`src/rtl/mips_irq_pkg.sv`:
```
// Shared types and constants for the mips_16bit interrupt controller and
// the arbitration logic built from it.
package mips_irq_pkg;

    localparam int          IRQ_ID_W       = 4;
    localparam logic [15:0] VEC_BASE_DEF   = 16'h0040;
    localparam int          VEC_STRIDE_DEF = 4;

    typedef enum logic [1:0] {
        IDLE    = 2'd0,
        REQ     = 2'd1,
        SERVICE = 2'd2
    } irq_state_e;

endpackage

```
`src/rtl/mips_irq_prio_enc.sv`:
```
// Fixed-priority encoder: the lowest set request bit wins.
// Purely combinational, so the caller gets a valid flag and index in the same cycle.
module mips_irq_prio_enc
    import mips_irq_pkg::*;
#(
    parameter int N = 8
) (
    input  logic [N-1:0]          req,
    output logic                  vld,
    output logic [IRQ_ID_W-1:0]   idx
);

    always_comb begin
        // NOTE: every output gets a default before the loop so no latch is inferred.
        vld = 1'b0;
        idx = '0;
        // Scan from the top down so the lowest index is the last one written.
        for (int i = N - 1; i >= 0; i--) begin
            if (req[i]) begin
                vld = 1'b1;
                idx = IRQ_ID_W'(i);
            end
        end
    end

endmodule

```
`src/rtl/mips_irq_controller.sv`:
```
// Interrupt controller for the mips_16bit core: sync/edge capture, mask,
// fixed-priority request/ack/eret handshake. Define IRQ_NEST_EN for one preemption level.
module mips_irq_controller
    import mips_irq_pkg::*;
#(
    parameter int          N_SRC      = 8,
    parameter logic [15:0] VEC_BASE   = VEC_BASE_DEF,
    parameter int          VEC_STRIDE = VEC_STRIDE_DEF
) (
    input  logic                 clk,
    input  logic                 reset,
    input  logic [N_SRC-1:0]     irq_src,
    input  logic                 mask_wr,
    input  logic [N_SRC-1:0]     mask_wdata,
    output logic [N_SRC-1:0]     mask_q,
    output logic [N_SRC-1:0]     pending,
    output logic                 cpu_irq,
    input  logic                 cpu_irq_ack,
    input  logic                 cpu_eret,
    output logic [15:0]          irq_vector,
    output logic [IRQ_ID_W-1:0]  irq_id,
    output logic                 busy
);

    logic [N_SRC-1:0]    sync1, sync2, prev;
    logic [N_SRC-1:0]    edge_evt, pend_clr;
    logic                win_vld;
    logic [IRQ_ID_W-1:0] win_id;
    irq_state_e          state;

`ifdef IRQ_NEST_EN
    logic                saved_vld;
    logic [IRQ_ID_W-1:0] saved_id;
`endif

    // NOTE: sequential state uses non-blocking assignments so every flop samples pre-edge values.
    always_ff @(posedge clk or negedge reset) begin
        if (!reset) begin
            sync1 <= '0;
            sync2 <= '0;
            prev  <= '0;
        end else begin
            sync1 <= irq_src;
            sync2 <= sync1;
            prev  <= sync2;
        end
    end

    assign edge_evt = sync2 & ~prev;

    // Only the acknowledged source is cleared; a fresh edge on it still wins.
    always_comb begin
        pend_clr = '0;
        if (state == REQ && cpu_irq_ack)
            pend_clr = N_SRC'(1) << irq_id;
    end

    always_ff @(posedge clk or negedge reset) begin
        if (!reset) begin
            pending <= '0;
            mask_q  <= '0;
        end else begin
            pending <= (pending & ~pend_clr) | edge_evt;
            if (mask_wr)
                mask_q <= mask_wdata;
        end
    end

    mips_irq_prio_enc #(.N(N_SRC)) u_prio_enc (
        .req (pending & mask_q),
        .vld (win_vld),
        .idx (win_id)
    );

    always_ff @(posedge clk or negedge reset) begin
        if (!reset) begin
            state     <= IDLE;
            cpu_irq   <= 1'b0;
            irq_id    <= '0;
`ifdef IRQ_NEST_EN
            saved_vld <= 1'b0;
            saved_id  <= '0;
`endif
        end else begin
            case (state)
                IDLE: begin
                    if (win_vld) begin
                        state   <= REQ;
                        irq_id  <= win_id;
                        cpu_irq <= 1'b1;
                    end
                end
                REQ: begin
                    if (cpu_irq_ack) begin
                        state   <= SERVICE;
                        cpu_irq <= 1'b0;
                    end
                end
                SERVICE: begin
`ifdef IRQ_NEST_EN
                    // A return pops the preempted source before the controller goes idle.
                    if (cpu_eret) begin
                        if (saved_vld) begin
                            irq_id    <= saved_id;
                            saved_vld <= 1'b0;
                        end else begin
                            state <= IDLE;
                        end
                    end else if (!saved_vld && win_vld && (win_id < irq_id)) begin
                        saved_id  <= irq_id;
                        saved_vld <= 1'b1;
                        irq_id    <= win_id;
                        cpu_irq   <= 1'b1;
                        state     <= REQ;
                    end
`else
                    if (cpu_eret)
                        state <= IDLE;
`endif
                end
                default: state <= IDLE;
            endcase
        end
    end

    assign busy       = (state != IDLE);
    assign irq_vector = VEC_BASE + 16'(irq_id) * 16'(VEC_STRIDE);

endmodule

```
`config.mk`:
```
export PLATFORM = sky130hd
export DESIGN_NAME = mips_irq_controller
export DESIGN_NICKNAME = d
export VERILOG_FILES = /design/src/rtl/mips_irq_pkg.sv /design/src/rtl/mips_irq_prio_enc.sv /design/src/rtl/mips_irq_controller.sv
export SDC_FILE = /design/constraint.sdc
export NUM_CORES = 1
export LEC_CHECK = 0
export CORE_MARGIN = 10
export CORE_UTILIZATION = 35
export DETAILED_ROUTE_END_ITERATION = 8
export GPL_TIMING_DRIVEN = 0
export PLACE_DENSITY_LB_ADDON = 0.1
export SETUP_SLACK_MARGIN = 0.3
export SLEW_MARGIN = 25
export SYNTH_ARGS = -nofsm -noshare
export SYNTH_HDL_FRONTEND = slang
export SYNTH_SLANG_ARGS = --single-unit
```
`constraint.sdc`:
```
create_clock -name clk -period 1.6 [get_ports clk]
set_input_delay 0.48 -clock clk [delete_from_list [all_inputs] [get_ports clk]]
set_output_delay 0.48 -clock clk [all_outputs]
set_load 0.02 [all_outputs]
```
==> results.md, run 1 <==
* Yosys warning total at 0
* Post-Syn Area at 1730 µm²
* Die Ht at 90.3 µm
* Final nets at 250
* Share of cells above drive strength 1 at 0.493
* Clock Path Buffers at 2
* CP Class: reg -> out
* Mux share of post-synthesis cell area at 0.0520
* P&R area growth vs syn at 59.0%
* Pre-Repair DR Iteration Count at 4
* Period utilization at 0.936
* Tot GR Track Use at 0.103
* LEAKAGE at 0.00128 µW
* Sequential share of the synthesized area at 0.665
* Combinational family with the most area after synthesis: compound AO/OA/AOI/OAI gates
* TNS Setup at 0 ns
* Via density at 4.30
* Global-route wire length before repair at 6860 µm
* CP Capture Type: primary output
* Root buffer cell: clkbuf_8
* Num rows at 25
* Total Routed Length at 4220 µm
* Avg Inst Size Synth at 12.5 µm²
* Final hold viol count at 0
* Hold-fix buffer count after cts at 0
* Dpl hpwl at 2990 µm
* Post-Synth Simple-Gate Area at 0.0585
* Die X at 90.3 µm
* Final Critical Period at 1.50 ns
* Io pins at 59
* CP required at 1.12 ns
* Area fraction in compound gates after synthesis at 0.120
* Mapped Cells at 138
* Initial Util at 0.364
* Core Footprint at 4750 µm²
* Met1 GRT Util at 0.109
* Outcome: finished clean
* # port buffers at 43
* Layer carrying the most global-route usage: met2
* Most frequent cells in the layout: dfrtp_1, buf_4, buf_6
* Critical path fanouts, max at 2
* Num CTS Buffers at 5
* RSZ-0062 raised after global routing: yes
* Yosys reg bits at 46
* IR Drop Worst-Case VDD at 612 µV
* Grt met2 use at 0.183
* Critical Path Start Type: flop
* Met3 usage at 0.0382
* Synth Area in XOR/XNOR at 0
* Hold WC Path Type: in -> async
* # Max-Cap Violations at 0
* Skew final at 0.00220 ns
* Clk slew on worst S/H paths at 0.08 ns
* Die area at 8160 µm²
* Dpl cells at 261
* Yosys cell types at 24
* Vias in the first global route at 1387
* Routed wire length per instance at 14.3 µm
* GP Congestion at 0.787
* Layout Cells excl Fill at 296
* 1st-iter DRT viols at 45
* Via Count at 1272
* Synth Area in Adders at 0
* DRC viols at 0
* Max-slew violations at 0
* Pwr Density at 1500 nW/µm²
* N_diodes at 0
* Fin util at 0.579
* Fmax at 668 MHz
* Sink Count at 46
* Largest net degree at the start of global routing at 34
* # setup viols final at 0
* Antenna violations before repair at 0
* CTS tree: built
* Commonest non-fill, non-tap cell in the layout: dfrtp_1
* Final ANT Viol Nets at 0
* CP arrival at 1.02 ns
* H-tree lvl count at 2
* Worst-skew pair later-pin latency at 0.29 ns
* Global route overflow at 0
-- repair_timing --
item | in CTS | in global routing
setup endpoints to repair | 33 | 37
pin swaps | 11 | 7
resized for setup | 172 | 19
setup buffers | 25 | 3
-- routing by layer --
metal	routed length, µm	share of wire	vias to the layer above
li1	-	-	613
met1	1670	0.40	606
met2	2230	0.53	43
met3	224	0.053	10
met4	96	0.023	0
met5	0	0	-
-- cells by family after synthesis --
logic type,count (synthesis)
buffers and inverters,29
DFF,46
AOI/OAI and AO/OA,33
and+or+nand+nor,20
other,2
muxes,8
-- state kept, by name (all words and copies together), names as in the netlist --
name	flops
irq_id	3
prev	8
mask_q	8
pending	8
sync1	8
cpu_irq	1
sync2	8
state	2
-- synthesized netlist by cell type (all sizes together) --
cell type | n | share of area
dfrtp | 46 | 0.66
buf | 18 | 0.077
o21ai | 17 | 0.049
inv | 11 | 0.024
nand2 | 11 | 0.025
mux2 | 8 | 0.052
a21oi | 5 | 0.014
a22oi | 4 | 0.023
nand2b | 4 | 0.016
nor2 | 3 | 0.0065
a32oi | 2 | 0.010
conb | 2 | 0.0043
o31ai | 2 | 0.0087
a211oi | 1 | 0.0043
a21o | 1 | 0.0043
a32o | 1 | 0.0058
and3b | 1 | 0.0072
nand4 | 1 | 0.0036
-- per-stage QoR --
stage | instance area [µm²] | setup WS (ns) | power, µW | hold slack [ns]
final | 2750 | 0.103 | 4130 | 0.0840
after global routing | 2750 | 0.0539 | 4350 | 0.0962
after CTS | 2680 | 0.0929 | 3970 | 0.0925
after detailed placement | 2310 | -0.244 | 2800 | 0.335
after global placement | 2290 | -1.08 | 2770 | 0.332
after floorplan | 1780 | 0.335 | 2210 | 0.184
-- worst paths after layout --
check / start / endpoint / slack [ns] / cells past startpoint
worst min-delay path: reset / mask_q[7] / 0.08 / 1
max in group asynchronous: reset / pending[0] / 1.02 / 2
worst min register to register: sync1[0] / sync2[0] / 0.35 / 0
worst max-delay path: state[1] / busy / 0.10 / 3
min in group clk: sync1[0] / sync2[0] / 0.35 / 0
worst max register to register: state[1] / pending[0] / 0.14 / 6
-- worst max-delay path, cell delays in order (launching register included) --
cell	delay, ns
dfrtp_1	0.41
nor2_4	0.14
inv_2	0.05
buf_6	0.12
-- power by group --
group,internal [µW],switching (µW)
registers,1360,175
logic,1020,910
clock network,298,371
total,2670,1460
-- area by class of cell --
class                           count  area, µm²
Sequential cell                    46       1160
Buffer                             18        144
Clock buffer                        5       68.8
Tap cell                           67       83.8
Multi-Input combinational cell     75        539
Fill cell                         412       2000
Inverter                           11       41.3
Timing Repair Buffer               72        703
Clock inverter                      2       15.0
Note: power is estimated with default switching activity, not from simulation.
==> inputs of run 2 (changes only) <==
--- a/config.mk
+++ b/config.mk
@@ -13,3 +13,2 @@
 export SETUP_SLACK_MARGIN = 0.3
-export SLEW_MARGIN = 25
 export SYNTH_ARGS = -nofsm -noshare
--- a/constraint.sdc
+++ b/constraint.sdc
@@ -3,2 +3,2 @@
 set_output_delay 0.48 -clock clk [all_outputs]
-set_load 0.02 [all_outputs]
+set_load 0.01 [all_outputs]
==> run 2 against run 1 <==
Effect of this change: fmax is 0.73% higher; sequential share of layout area is 1.0 points higher; power is 7.4% lower; critical path depth stayed put; register-to-register slack better by 0.07 ns; clock power is 0.6% lower; die area stayed put; cell count is 0.34% lower; via count is 0.86% higher; sequential power hardly changed; critical path type unchanged.
==> results.md, run 2 (synthesis results as in run 1) <==
* Final hold viol count at 0 (unchanged)
* Initial Util at 0.364 (unchanged)
* Clock Power Share at 0.174 (+0.012)
* Most frequent cells in the layout: dfrtp_1, buf_4, buf_6
* CTS tree: built
* Part of the power in combinational logic at 0.433 (-0.034)
* N_diodes at 0 (unchanged)
* Period utilization at 0.929 (-0.00678)
* Via Count at 1283 (+0.86%)
* Antenna violations before repair at 0 (unchanged)
* Critical path fanouts, max at 2 (unchanged)
* LEAKAGE at 0.00125 µW (-2.1%)
* DRC viols at 0 (unchanged)
* Root buffer cell: clkbuf_8
* Layout Cells excl Fill at 295 (-0.34%)
* Final ANT Viol Nets at 0 (unchanged)
* Clock Path Buffers at 2 (unchanged)
* Via density at 4.35 (+1.2%)
* Hold WC Path Type: in -> async
* Min Hold Slack at 0.0704 ns (-0.0136 ns)
* Sequential power share at 0.393 (+0.022)
* Hold-fix buffer count after cts at 0 (unchanged)
* # port buffers at 43 (unchanged)
* Core Footprint at 4750 µm² (unchanged)
* CP required at 1.12 ns (about the same)
* # setup viols final at 0 (unchanged)
* Num CTS Buffers at 5 (unchanged)
* # Max-Cap Violations at 0 (unchanged)
* GP Congestion at 0.787 (unchanged)
* Io pins at 59 (unchanged)
* IR Drop Worst-Case VDD at 590 µV (-3.6%)
* CP arrival at 1.01 ns (about the same)
* Worst-skew pair later-pin latency at 0.29 ns (about the same)
* RSZ-0062 raised after global routing: yes
* Crit-path max cell delay at 0.43 ns (+0.02 ns)
* Num rows at 25 (unchanged)
* Die Ht at 90.3 µm (unchanged)
* Largest net degree at the start of global routing at 36 (+5.9%)
* P&R area growth vs syn at 54.8%
* # fillers at 426 (+3.4%)
* Switching share of power at 0.330 (-0.0228)
* Commonest non-fill, non-tap cell in the layout: dfrtp_1
* Outcome: finished clean
* Die X at 90.3 µm (unchanged)
* Crit path cell chain: nor2_4, inv_2, buf_6
* Slowest-stage cell, CP: dfrtp_2
* Pint at 2560 µW (-4.1%)
* Die area at 8160 µm² (unchanged)
* Critical Path Start: state[0]
* Dpl cells at 261 (unchanged)
* P_sw at 1260 µW (-13%)
* Share of cells above drive strength 1 at 0.474 (-0.0198)
* H-tree lvl count at 2 (unchanged)
* Pre-Repair DR Iteration Count at 4 (unchanged)
* Final nets at 249 (-0.40%)
* Sink Count at 46 (unchanged)
* Global-route wire length before repair at 6670 µm (-2.8%)
* Max-slew violations at 0 (unchanged)
* Buf+Inv Stages, Crit Path at 2 (unchanged)
* Largest delay share family, worst path: flip-flops
* Critical Path Start Type: flop
* Total power at 3820 µW (-7.4%)
* Global route overflow at 0 (unchanged)
* Final Critical Period at 1.49 ns (-0.0108 ns)
* Worst r2r src: state[1]
* Vias in the first global route at 1358 (-2.1%)
* Tot GR Track Use at 0.101 (-0.00227)
* Total Routed Length at 4200 µm (-0.54%)
* Pwr Density at 1430 nW/µm² (-4.9%)
* CP Capture Type: primary output
* Clk slew on worst S/H paths at 0.08 ns (about the same)
* Routed wire length per instance at 14.2 µm (-0.21%)
* Skew final at 0.00572 ns (+0.00352 ns)
* Fmax at 673 MHz (+0.73%)
* Dpl hpwl at 3010 µm (+0.61%)
* CP Class: reg -> out
* 1st-iter DRT viols at 77 (+71%)
==> run 2: final timing paths <==
kind,endpoint,slack [ns],cells past startpoint
worst max-delay path,busy,0.11,3
worst max register to register,pending[0],0.21,5
min in group clk,sync2[0],0.35,0
worst min register to register,sync2[0],0.35,0
worst min-delay path,mask_q[4],0.07,1
max in group asynchronous,sync2[1],1.05,2
==> run 2: layout make-up <==
class | instances | area, µm² | share of cell area
buffer | 18 | 144 | 0.0537
timing repair buffer | 71 | 646 | 0.241
multi-input combinational | 75 | 528 | 0.197
clock inverter | 2 | 15.0 | 0.00560
tap | 67 | 83.8 | 0.0313
clock buffer | 5 | 68.8 | 0.0257
inverter | 11 | 41.3 | 0.0154
sequential | 46 | 1150 | 0.431
==> run 2: power by group through the flow <==
stage	sequential, µW	clock, µW	combinational (µW)
2_1_floorplan	1600	0	461
3_3_place_gp	1580	0	1030
3_5_place_dp	1590	0	1060
4_1_cts	1490	691	1530
5_1_grt	1530	748	1780
6_report	1500	665	1660
==> run 2: metal layers <==
| metal | vias to the layer above | part of all wire | GRT usage |
|---|---|---|---|
| met5 | - | 0 | 0 |
| met4 | 0 | 0.011 | 0.0332 |
| met3 | 4 | 0.066 | 0.0407 |
| met2 | 45 | 0.54 | 0.181 |
| met1 | 621 | 0.38 | 0.105 |
| li1 | 613 | - | - |
==> run 2: through the flow <==
step / worst slack (ns) / util / setup TNS [ns] / area [µm²]
5_1_grt: 0.0609 / 0.564 / 0 / 2680
4_1_cts: 0.105 / 0.547 / 0 / 2600
6_report: 0.114 / 0.564 / 0 / 2680
3_3_place_gp: -1.08 / 0.482 / -50.73 / 2290
2_1_floorplan: 0.366 / - / 0 / 1780
3_5_place_dp: -0.194 / 0.485 / -1.22 / 2310
==> run 2: what timing repair did <==
| item | CTS | global route |
|---|---|---|
| pin swaps | 10 | 5 |
| resized for setup | 135 | 19 |
| setup endpoints to repair | 33 | 36 |
| setup buffers | 26 | 1 |
==> inputs of run 3 (changes only) <==
- CTS_CLUSTER_SIZE: default -> 30
- HOLD_SLACK_MARGIN: default -> 0.1
==> run 3 against run 2 <==
Effect of this change: design area up 0.37%; core utilization is 0.21 points higher; sequential share of layout area down 0.16 points; die area did not move; count of clock-buffer cells in the layout unchanged; non-clock buffer count up 1; critical path depth unchanged; register-to-register slack is essentially flat; clock skew is essentially flat; first-iteration DRC count fell by 1.3%; global-route usage unchanged; power about the same; critical path type unchanged; critical endpoint unchanged; largest power group unchanged.
==> results.md, run 3 (synthesis results as in run 1) <==
* Layout Cells excl Fill at 296 (+0.34%)
* N_diodes at 0 (unchanged)
* Dpl cells at 261 (unchanged)
* Buf+Inv Stages, Crit Path at 2 (unchanged)
* P&R area growth vs syn at 55.4%
* Total Routed Length at 4210 µm (+0.24%)
* DRC viols at 0 (unchanged)
* Worst slack, placed at -0.194 ns (unchanged)
* Slowest-stage cell, CP: dfrtp_2
* Global-route wire length before repair at 6670 µm (+0.11%)
* Num CTS Buffers at 5 (unchanged)
* Largest net degree at the start of global routing at 36 (unchanged)
* Hold depth at 0
* Initial Util at 0.364 (unchanged)
* Tot GR Track Use at 0.101 (unchanged)
* Root buffer cell: clkbuf_8
* Sink Count at 46 (unchanged)
* Worst-skew pair later-pin latency at 0.29 ns (about the same)
* Pwr Density at 1420 nW/µm² (-0.34%)
* Final nets at 250 (+0.40%)
* Period utilization at 0.929 (about the same)
* # setup viols final at 0 (unchanged)
* Pre-Repair DR Iteration Count at 4 (unchanged)
* IR Drop Worst-Case VDD at 590 µV (about the same)
* Global route overflow at 0 (unchanged)
* Max-slew violations at 0 (unchanged)
* GP Congestion at 0.787 (unchanged)
* P_sw at 1260 µW (about the same)
* Num rows at 25 (unchanged)
* Most frequent cells in the layout: dfrtp_1, buf_4, buf_6
* Skew final at 0.00573 ns (+0.00000827 ns)
* Largest delay share family, worst path: flip-flops
* Io pins at 59 (unchanged)
* Vias in the first global route at 1364 (+0.44%)
* Min Hold Slack at 0.351 ns (+0.281 ns)
* Final ANT Viol Nets at 0 (unchanged)
* FF+latch area at 1150 µm² (unchanged)
* Hold WC Path Type: reg -> reg
* Pint at 2570 µW (about the same)
* CTS tree: built
* 1st-iter DRT viols at 76 (-1.3%)
* H-tree lvl count at 2 (unchanged)
* Share of cells above drive strength 1 at 0.472 (-0.00207)
* Fin util at 0.566 (+0.00211)
* Core Footprint at 4750 µm² (unchanged)
* RSZ-0062 raised after global routing: yes
* Part of the power in combinational logic at 0.434 (about the same)
* Fmax at 673 MHz (about the same)
* LEAKAGE at 0.00126 µW (+0.33%)
* Clock Path Buffers at 2 (unchanged)
* R2r setup slk at 0.21 ns (about the same)
* Critical Path Start Type: flop
* Crit path cell chain: nor2_4, inv_2, buf_6
* Dpl hpwl at 3010 µm (unchanged)
* CP Class: reg -> out
* Crit-path max cell delay at 0.43 ns (about the same)
* Total power at 3830 µW (about the same)
* CP Depth at 3 (unchanged)
* # port buffers at 43 (unchanged)
* Commonest non-fill, non-tap cell in the layout: dfrtp_1
* Critical path fanouts, max at 2 (unchanged)
* Clk slew on worst S/H paths at 0.08 ns (about the same)
* # fillers at 425 (-0.23%)
* Routed wire length per instance at 14.2 µm (-0.10%)
* Switching share of power at 0.329 (about the same)
* Final hold viol count at 0 (unchanged)
* Final Critical Period at 1.49 ns (-0.000168 ns)
* Sequential power share at 0.393 (about the same)
* CP Capture Type: primary output
* Final WS setup at 0.114 ns (+0.000168 ns)
* Die Ht at 90.3 µm (unchanged)
* Antenna violations before repair at 0 (unchanged)
* CP arrival at 1.01 ns (about the same)
* Via density at 4.33 (-0.49%)
* CP required at 1.12 ns (about the same)
* # Max-Cap Violations at 0 (unchanged)
* Area of the multi-input gates at 528 µm² (unchanged)
* Die X at 90.3 µm (unchanged)
* Reg2reg path depth at 5 (unchanged)
* Outcome: finished clean
* Clock Power Share at 0.174 (about the same)
* Via Count at 1281 (-0.16%)
* Die area at 8160 µm² (unchanged)
-- run 3: final timing paths --
path,startpoint,endpoint
min in group asynchronous,reset,mask_q[4]
hold / removal,sync1[0],sync2[0]
setup reg to reg,state[1],pending[0]
max in group asynchronous,reset,sync2[1]
hold reg to reg,sync1[0],sync2[0]
setup / recovery,state[0],busy
-- run 3: power by group through the flow --
stage                     clock network, µW  logic [µW]  registers, µW
final                                   665        1660           1500
after floorplan                           0         461           1600
after CTS                               691        1530           1490
after detailed placement                  0        1060           1590
after global routing                    748        1780           1530
after global placement                    0        1030           1580
-- run 3: worst register-to-register path: cells and delay by family (launching register included) --
family,cells,cell delay (ns)
AND/OR/NAND/NOR,2,0.43
buffers and inverters,1,0.16
AO/OA/AOI/OAI,2,0.27
flip-flops,1,0.42
-- run 3: through the flow --
step	TNS (ns)	cell area, µm²
final	0	2690
after global routing	0	2690
after CTS	0	2610
after detailed placement	-1.22	2310
after global placement	-50.73	2290
after floorplan	0	1780
-- run 3: final cells by class --
| class | instances | share of cell area |
|---|---|---|
| tap | 67 | 0.0311 |
| timing repair buffer | 72 | 0.244 |
| multi-input combinational | 75 | 0.196 |
| buffer | 18 | 0.0535 |
| clock buffer | 5 | 0.0256 |
| sequential | 46 | 0.429 |
| clock inverter | 2 | 0.00558 |
| inverter | 11 | 0.0153 |
-- run 3: metal layers --
metal | wire length [µm] | global-route usage
met4 | 59 | 0.0332
met5 | 0 | 0
met2 | 2260 | 0.181
met1 | 1610 | 0.104
met3 | 282 | 0.0416
-- run 3: timing repair --
action / 4_1_cts / 5_1_grt
endpoints found under the setup margin: 33 / 36
resized for setup: 135 / 19
hold buffers: 1 / 0
gates cloned: 0 / 0
setup buffers: 26 / 1
pin swaps: 10 / 5
hold endpoints to repair: 11 / 0
